`src/rtl/core_run_ctrl_if.sv`:
```
// core_run_ctrl_if: bench/core-facing run-control signals for core_run_ctrl.
// master drives start/halt/prog_ctr; slave is the controller.
interface core_run_ctrl_if #(
    parameter int CNT_W = 16,
    parameter int PC_W  = 10
);
    logic             start;
    logic             halt;
    logic [PC_W-1:0]  prog_ctr;
    logic             core_rst;
    logic             core_en;
    logic             ack;
    logic             timeout;
    logic [CNT_W-1:0] cycle_ct;
    logic [7:0]       run_count;
    logic [PC_W-1:0]  halt_pc;

    modport master (
        output start, halt, prog_ctr,
        input  core_rst, core_en, ack, timeout, cycle_ct, run_count, halt_pc
    );
    modport slave (
        input  start, halt, prog_ctr,
        output core_rst, core_en, ack, timeout, cycle_ct, run_count, halt_pc
    );
endinterface

```
`src/rtl/core_run_ctrl.sv`:
```
// core_run_ctrl: Moore run sequencer that gates the core, detects halt/watchdog
// abort, and records cycle count, completed-run count and halt PC.
module core_run_ctrl #(
    parameter int CNT_W   = 16,
    parameter int PC_W    = 10,
    parameter int TIMEOUT = 0
) (
    input logic             clk,
    input logic             reset,
    core_run_ctrl_if.slave  bus
);
    typedef enum logic [2:0] {IDLE, ARM, RUN, DONE, FAULT} state_t;

    localparam logic [CNT_W-1:0] WD_LAST = CNT_W'(TIMEOUT - 1);

    state_t           state_q, state_d;
    logic             timeout_q;
    logic [CNT_W-1:0] cycle_q;
    logic [7:0]       runs_q;
    logic [PC_W-1:0]  hpc_q;
    logic             wd_hit;
    logic             leave_run;

    assign wd_hit    = (TIMEOUT != 0) && (cycle_q == WD_LAST);
    assign leave_run = (state_q == RUN) && (state_d == DONE || state_d == FAULT);

    always_ff @(posedge clk or posedge reset) begin
        if (reset)
            state_q <= IDLE;
        else
            state_q <= state_d;
    end

    // Start outranks halt, and halt outranks the watchdog, in RUN
    always_comb begin
        state_d = state_q;
        case (state_q)
            IDLE:        state_d = bus.start ? ARM : IDLE;
            ARM:         state_d = bus.start ? ARM : RUN;
            RUN:         state_d = bus.start ? ARM : bus.halt ? DONE : wd_hit ? FAULT : RUN;
            DONE, FAULT: state_d = bus.start ? ARM : state_q;
            default:     state_d = IDLE;
        endcase
    end

    always_comb begin
        bus.core_rst  = (state_q == IDLE) || (state_q == ARM);
        bus.core_en   = (state_q == RUN);
        bus.ack       = (state_q == DONE) || (state_q == FAULT);
        bus.timeout   = timeout_q;
        bus.cycle_ct  = cycle_q;
        bus.run_count = runs_q;
        bus.halt_pc   = hpc_q;
    end

    always_ff @(posedge clk or posedge reset) begin
        if (reset) begin
            timeout_q <= 1'b0;
            cycle_q   <= '0;
            runs_q    <= '0;
            hpc_q     <= '0;
        end else begin
            if (state_d == ARM)
                timeout_q <= 1'b0;
            else if (state_q == RUN && state_d == FAULT)
                timeout_q <= 1'b1;
            if (state_q == ARM)
                cycle_q <= '0;
            else if (state_q == RUN && cycle_q != '1)
                cycle_q <= cycle_q + CNT_W'(1);
            if (leave_run)
                hpc_q <= bus.prog_ctr;
            if (state_q == RUN && state_d == DONE && runs_q != 8'hFF)
                runs_q <= runs_q + 8'd1;
        end
    end
endmodule

```
`src/flat_wrapper.sv`:
```
// flat-port wrapper written by rule: the top's interface ports become plain ports
module core_run_ctrl_flat 
#(
    parameter int CNT_W   = 16,
    parameter int PC_W    = 10,
    parameter int TIMEOUT = 0
)
  (clk, reset, bus_start, bus_halt, bus_prog_ctr, bus_core_rst, bus_core_en, bus_ack, bus_timeout, bus_cycle_ct, bus_run_count, bus_halt_pc);
  core_run_ctrl_if #(.CNT_W(CNT_W), .PC_W(PC_W)) bus_i ();
  input logic clk;
  input logic reset;
  input wire logic [$bits(bus_i.start)-1:0] bus_start;
  input wire logic [$bits(bus_i.halt)-1:0] bus_halt;
  input wire logic [$bits(bus_i.prog_ctr)-1:0] bus_prog_ctr;
  output wire logic [$bits(bus_i.core_rst)-1:0] bus_core_rst;
  output wire logic [$bits(bus_i.core_en)-1:0] bus_core_en;
  output wire logic [$bits(bus_i.ack)-1:0] bus_ack;
  output wire logic [$bits(bus_i.timeout)-1:0] bus_timeout;
  output wire logic [$bits(bus_i.cycle_ct)-1:0] bus_cycle_ct;
  output wire logic [$bits(bus_i.run_count)-1:0] bus_run_count;
  output wire logic [$bits(bus_i.halt_pc)-1:0] bus_halt_pc;
  assign bus_i.start = bus_start;
  assign bus_i.halt = bus_halt;
  assign bus_i.prog_ctr = bus_prog_ctr;
  assign bus_core_rst = bus_i.core_rst;
  assign bus_core_en = bus_i.core_en;
  assign bus_ack = bus_i.ack;
  assign bus_timeout = bus_i.timeout;
  assign bus_cycle_ct = bus_i.cycle_ct;
  assign bus_run_count = bus_i.run_count;
  assign bus_halt_pc = bus_i.halt_pc;
  core_run_ctrl #(.CNT_W(CNT_W), .PC_W(PC_W), .TIMEOUT(TIMEOUT)) u_core (.clk(clk), .reset(reset), .bus(bus_i));
endmodule
```
`config.mk`:
```
export PLATFORM = sky130hd
export DESIGN_NAME = core_run_ctrl_flat
export DESIGN_NICKNAME = d
export VERILOG_FILES = /design/src/rtl/core_run_ctrl_if.sv /design/src/rtl/core_run_ctrl.sv /design/src/flat_wrapper.sv
export SDC_FILE = /design/constraint.sdc
export NUM_CORES = 1
export LEC_CHECK = 0
export BUFFER_PORTS_ARGS = -buffer_cell sky130_fd_sc_hd__buf_2
export CORE_MARGIN = 3
export CORE_UTILIZATION = 40
export CTS_CLUSTER_DIAMETER = 60
export DETAILED_ROUTE_END_ITERATION = 10
export PLACE_DENSITY = 0.73
export SYNTH_ARGS = -nofsm -noshare
export SYNTH_HDL_FRONTEND = slang
export SYNTH_SLANG_ARGS = --single-unit
export TNS_END_PERCENT = 30
```
`constraint.sdc`:
```
create_clock -name clk -period 1.7 [get_ports clk]
set_clock_uncertainty 0.05 [all_clocks]
set_input_delay 0.255 -clock clk [delete_from_list [all_inputs] [get_ports clk]]
set_output_delay 0.255 -clock clk [all_outputs]
set_load 0.1 [all_outputs]
```
## Yosys cells after proc, flatten, opt, wreduce, memory -nomap -nowiden

Cells that the tools add are included.

| storage, ports and cells | value |
|---|---|
| bits in registers | 38 |
| bits of input ports | 14 |
| output and inout bits | 38 |
| logic and storage cells | 38 |

| cells by class | value |
|---|---|
| add/sub/neg operators | 2 |
| eq/ne operators | 9 |
| multiplexer cells | 10 |
| reductions and logical operators | 12 |

Operator list:

| cell | number |
|---|---|
| two-way mux 16 bit | 2 |
| adder 16 x 1 -> 16 bit, second input constant | 1 |
| != test 16 bit, second input constant | 1 |
| one-hot mux 3 bit (4 select lines) | 1 |
| == test 3 x 2 -> 1 bit, second input constant | 3 |
| adder 8 x 1 -> 8 bit, second input constant | 1 |
| != test 8 bit, second input constant | 1 |
| == test 3 x 1 -> 1 bit, second input constant | 2 |
| == test 3 bit, second input constant | 2 |
| two-way mux 3 bit | 2 |
| logical AND 1 bit | 5 |
| two-way mux 1 bit | 4 |
| nonzero test 2 bit | 2 |
| logical NOT 3 bit | 1 |
| logical OR 1 bit | 3 |
| two-way mux 2 bit | 1 |
| OR reduction 2 bit | 1 |

## Longest topological paths before layout

| depth | value |
|---|---|
| depth in word-level cells | 7 |
| mapped depth | 7 |
| gate-level depth less buffers | 5 |

## Worst setup path before layout

No wires, ideal clock.

| timing path | value |
|---|---|
| kind | register to output |
| start point | register u_core.state_q[1] |
| end point | output port bus_ack |
| arrival | 2590 ps |
| data required time | 1395 ps |
| path slack | -1195 ps |
| stages on the path, launching flop included | 4 |
| path buffers | 1 |
| path through | dfrtp_1 buf_4 nand2_1 o21ai_0 |

| on the way | value |
|---|---|
| word-level cells in the longest chain between the ends | 2 |
| elaborated cells between the ends (all ways) | 3 |

RTL lines:

| item | line | RTL |
|---|---|---|
| start: declaration | core_run_ctrl.sv:16 | `state_t state_q, state_d;` |
| start signal: assignment | core_run_ctrl.sv:31 | `state_q <= state_d;` |
| == test 3 x 2 -> 1 bit or == test 3 bit (tied branches) | core_run_ctrl.sv:49 | `bus.ack = (state_q == DONE) \|\| (state_q == FAULT);` |
| logical OR 1 bit (*) | core_run_ctrl.sv:49 |  |
| end: declaration | flat_wrapper.sv:17 | `output wire logic [$bits(bus_i.ack)-1:0] bus_ack;` |

Every way passes the cells marked *; elsewhere a longest branch is shown, timed or not.

## Final worst setup path

| timing path | value |
|---|---|
| start point | register u_core.state_q[2] |
| end point | output port bus_core_en |

| on the way | value |
|---|---|
| word-level cells in the longest chain between the ends | 1 |

RTL lines:

| item | line | RTL |
|---|---|---|
| == test 3 x 2 -> 1 bit | core_run_ctrl.sv:48 | `bus.core_en = (state_q == RUN);` |
| end: declaration | flat_wrapper.sv:16 | `output wire logic [$bits(bus_i.core_en)-1:0] bus_core_en;` |

Every way passes these cells.

==> results.py <==
metrics = {
    "outcome": {
        "outcome": "complete, but fails checks",
        "failed_checks": "negative setup slack",
    },
    "setup_path": {
        "regToRegSetupSlack_ns": -0.11,
        "timing.critical_path.buf_inv": 4,
        "start_kind": "register",
        "path_cells": "or3b_4 > clkinv_4 > buf_6 > buf_12 > buf_12",
        "setup_crit_path_kind": "reg -> out",
        "crit_path_max_incr_delay_ns": 0.42,
        "setup.worst_path.end_class": "primary output",
        "cp_top_family": "buffers and inverters",
        "crit_slowest_cell": "sky130_fd_sc_hd__or3b_4",
        "worst-endpoint-arrival_ns": 1.54,
        "critical_path.max_fanout": 3,
        "required_time_at_the_worst_slack_endpoint_ns": 1.39,
        "cpMostUsedCell": "sky130_fd_sc_hd__buf_12",
    },
    "placed_design": {
        "gpl.final_weighted_congestion": 0.7939,
        "hpwl_um": 3489,
        "placed_cells_incl_taps": 305,
        "port-buffer-count": 51,
        "post_dp_cell_area_um2": 2605,
    },
    "flow_run": {
        "maxCapViolations": 0,
    },
    "timing": {
        "unrepaired_setup_endpoints_after_global_routing": "yes",
        "clock.fmax_mhz": 542.5,
        "fin_setup_tns_ns": -0.5003,
        "hold_violations": 0,
        "max_slew_margin_pct": 60.08,
        "timing.final.max_slew_violations": 0,
        "fin_hold_ws_ns": 0.02768,
        "timing.final.ws_setup_ns": -0.1433,
        "tightestPinTransition_ns": 0.5968,
        "period_needed_ns": 1.843,
        "min_period_over_period_pct": 108.4,
        "final_count_of_negative_setup_slack_endpoints": 7,
    },
    "die": {
        "top_level_ports": 52,
        "row_count": 24,
        "standard_cell_core_area_um2": 4444,
        "dieWidth_um": 74.45,
        "start_util_pct": 42.17,
        "dieHeight_um": 74.45,
        "floorplan.die_area_um2": 5543,
    },
    "finish": {
        "antenna_cell_count": 0,
        "post_route_cells_drive_above_1_share_pct": 59.40,
        "finalNetCount": 281,
        "design_area_final_um2": 2864,
        "stdcell_count": 318,
        "area_growth_syn_to_layout_pct": 52.80,
    },
    "grt": {
        "grt_antenna_before_repair": 0,
        "grt_pass1_vias": 1733,
        "global_route.usage.total_pct": 18.99,
        "grt_remaining_overflow": 0,
        "grt_pass1_wl_um": 8135,
        "largest_net_degree_at_the_start_of_global_routing": 39,
    },
    "clocking": {
        "ctsHoldBuffers": 0,
        "cts-htree-levels": 2,
        "clk_pin_slew_worst_paths_ns": 0.07,
        "cts-root-to-sink-buffers": 2,
        "clk_root_buffer_cell": "sky130_fd_sc_hd__clkbuf_8",
        "cts_inserted_buffers": 5,
        "cts_tree": "yes",
        "clock_sink_count": 38,
        "clock_latency_ns": 0.28,
    },
    "drt": {
        "route.antenna.remaining_nets": 0,
        "post_drt_via_cell_ratio": 5.428,
        "wire_per_inst_um": 16.00,
        "wirelength_um": 5087,
        "drc": 0,
        "drt_first_iter_violations": 99,
        "drt-pass1-iter-count": 4,
        "dr_total_vias": 1726,
    },
    "yosys": {
        "synth_ff_type": "sky130_fd_sc_hd__dfrtp_1",
        "ys_seq_elements": 38,
        "synth_cell_type_count": 42,
        "synth_cells": 174,
        "postSynthAreaPerCell_um2": 10.77,
        "synth_nets": 190,
        "synth_async_sr_flop_share_pct": 100.0,
        "synth-seq-area-share_pct": 50.73,
        "synthesized_cell_area_um2": 1874,
        "ys.warnings.count": 0,
        "synth_edf_count": 0,
    },
    "min_path": {
        "worst_hold_path_type": "in -> async",
    },
    "power_and_ir_drop": {
        "cellPowerDensity_nw_per_um2": 1046,
        "maximum_vdd_drop_uv": 1067,
        "p_leak_nw": 1.373,
    },
}
-- area by class of cell --
type                    count  area, um2
inverters                   4      20.02
fillers                   365       1580
multi-input cells         126       1061
well taps                  52      65.06
repair buffers             90      624.3
clock buffers               7      86.33
clock inverters             1      5.005
flip-flops and latches     38       1002
-- report_power, final --
group | internal [W] | leakage [nW] | switching [W]
sequential | 0.00102 | 0.472 | 0.0000826
clock | 0.000327 | 0.0482 | 0.000307
combinational | 0.000248 | 0.853 | 0.00102
total | 0.00159 | 1.37 | 0.00141
-- worst paths after layout --
kind	endpoint	startpoint	depth (start not counted)
max in group asynchronous	u_core.bus.cycle_ct[3]	reset	3
min	u_core.bus.run_count[6]	reset	3
max reg2reg	u_core.bus.cycle_ct[10]	u_core.state_q[2]	7
max	bus_core_en	u_core.state_q[2]	5
min reg2reg	u_core.bus.run_count[6]	u_core.bus.run_count[6]	1
min in group clk	u_core.state_q[2]	bus_start	2
-- worst register-to-register path, cell delays in order (launching register included) --
cell                       delay (ns)
sky130_fd_sc_hd__dfrtp_2         0.40
sky130_fd_sc_hd__or3b_4          0.42
sky130_fd_sc_hd__clkinv_4        0.07
sky130_fd_sc_hd__buf_6           0.10
sky130_fd_sc_hd__buf_4           0.11
sky130_fd_sc_hd__nand3_4         0.06
sky130_fd_sc_hd__or4_4           0.41
sky130_fd_sc_hd__a21oi_2         0.12
-- registers in the layout, indices dropped and copies added, names as in the netlist --
name	flops
u_core.bus.cycle_ct	16
u_core.bus.halt_pc	10
u_core.bus.run_count	8
u_core.bus.timeout	1
u_core.state_q	3
-- synth_stat cells (2+ instances only) --
cell type	count	area (um2)
sky130_fd_sc_hd__xor2_1	3	26.28
sky130_fd_sc_hd__o21ai_0	4	20.02
sky130_fd_sc_hd__and2_1	3	18.77
sky130_fd_sc_hd__nor4_1	2	12.51
sky130_fd_sc_hd__nor3b_1	2	15.01
sky130_fd_sc_hd__inv_1	3	11.26
sky130_fd_sc_hd__xnor2_1	4	35.03
sky130_fd_sc_hd__nor2_1	5	18.77
sky130_fd_sc_hd__mux2i_1	8	80.08
sky130_fd_sc_hd__o31ai_1	4	30.03
sky130_fd_sc_hd__o21a_1	2	15.01
sky130_fd_sc_hd__clkbuf_1	3	11.26
sky130_fd_sc_hd__a211oi_1	2	15.01
sky130_fd_sc_hd__nand2_1	20	75.07
sky130_fd_sc_hd__or4_1	3	22.52
sky130_fd_sc_hd__mux2_2	10	112.6
sky130_fd_sc_hd__o211ai_1	3	22.52
sky130_fd_sc_hd__nand2b_1	2	12.51
sky130_fd_sc_hd__ha_1	2	25.02
sky130_fd_sc_hd__a21oi_1	5	25.02
sky130_fd_sc_hd__dfrtp_1	38	950.9
sky130_fd_sc_hd__nand4_1	8	50.05
sky130_fd_sc_hd__o211a_1	2	20.02
sky130_fd_sc_hd__and3_1	3	18.77
sky130_fd_sc_hd__nor3_1	7	35.03
sky130_fd_sc_hd__nand3_1	10	50.05
-- kinds of logic after synthesis --
logic type,Yosys count,share of synthesized area [%]
and+or+nand+nor,72,21.50
DFF,38,50.73
AOI/OAI and AO/OA,27,10.21
muxes,18,10.28
buffers and inverters,10,2.670
xor gates and xnor gates,7,3.271
adders and majority gates,2,1.335
-- stage by stage --
step                utilization [%]  setup slack, ns  total power (W)
finish                        64.44          -0.1433         0.002997
global route                  64.44          -0.1965         0.003116
global placement              58.61         -0.04624         0.002340
detailed placement            58.61         -0.08206         0.002360
floorplan                         -          -0.4172         0.002118
CTS                           61.77          -0.1371         0.003001
-- timing repair --
item	CTS	global route
setup endpoints to repair	21	21
gates resized for setup	8	20
buffers inserted	3	3
pin swaps	8	7
-- cell usage in the layout (no fill, tap or decap), drive strengths merged, types with 2 or more instances in the layout --
cell     n
a211oi   2
a21oi    5
and2     3
and3     3
buf     90
clkbuf   7
clkinv   2
dfrtp   38
ha       2
inv      3
mux2    10
mux2i    8
nand2   20
nand2b   2
nand3   11
nand4    9
nor2     5
nor3     7
nor3b    2
nor4     2
o211a    2
o211ai   4
o21a     2
o21ai    4
o31ai    4
or4      3
xnor2    4
xor2     3
-- per-layer routing --
metal	global-route usage (%)	routed length [um]	vias to the layer above
met5	0	0	-
met4	8.103	114	0
met3	3.649	275	10
met2	30.83	2545	55
met1	24.70	2151	840
li1	-	-	821
Power figures use the tool's default switching activity.
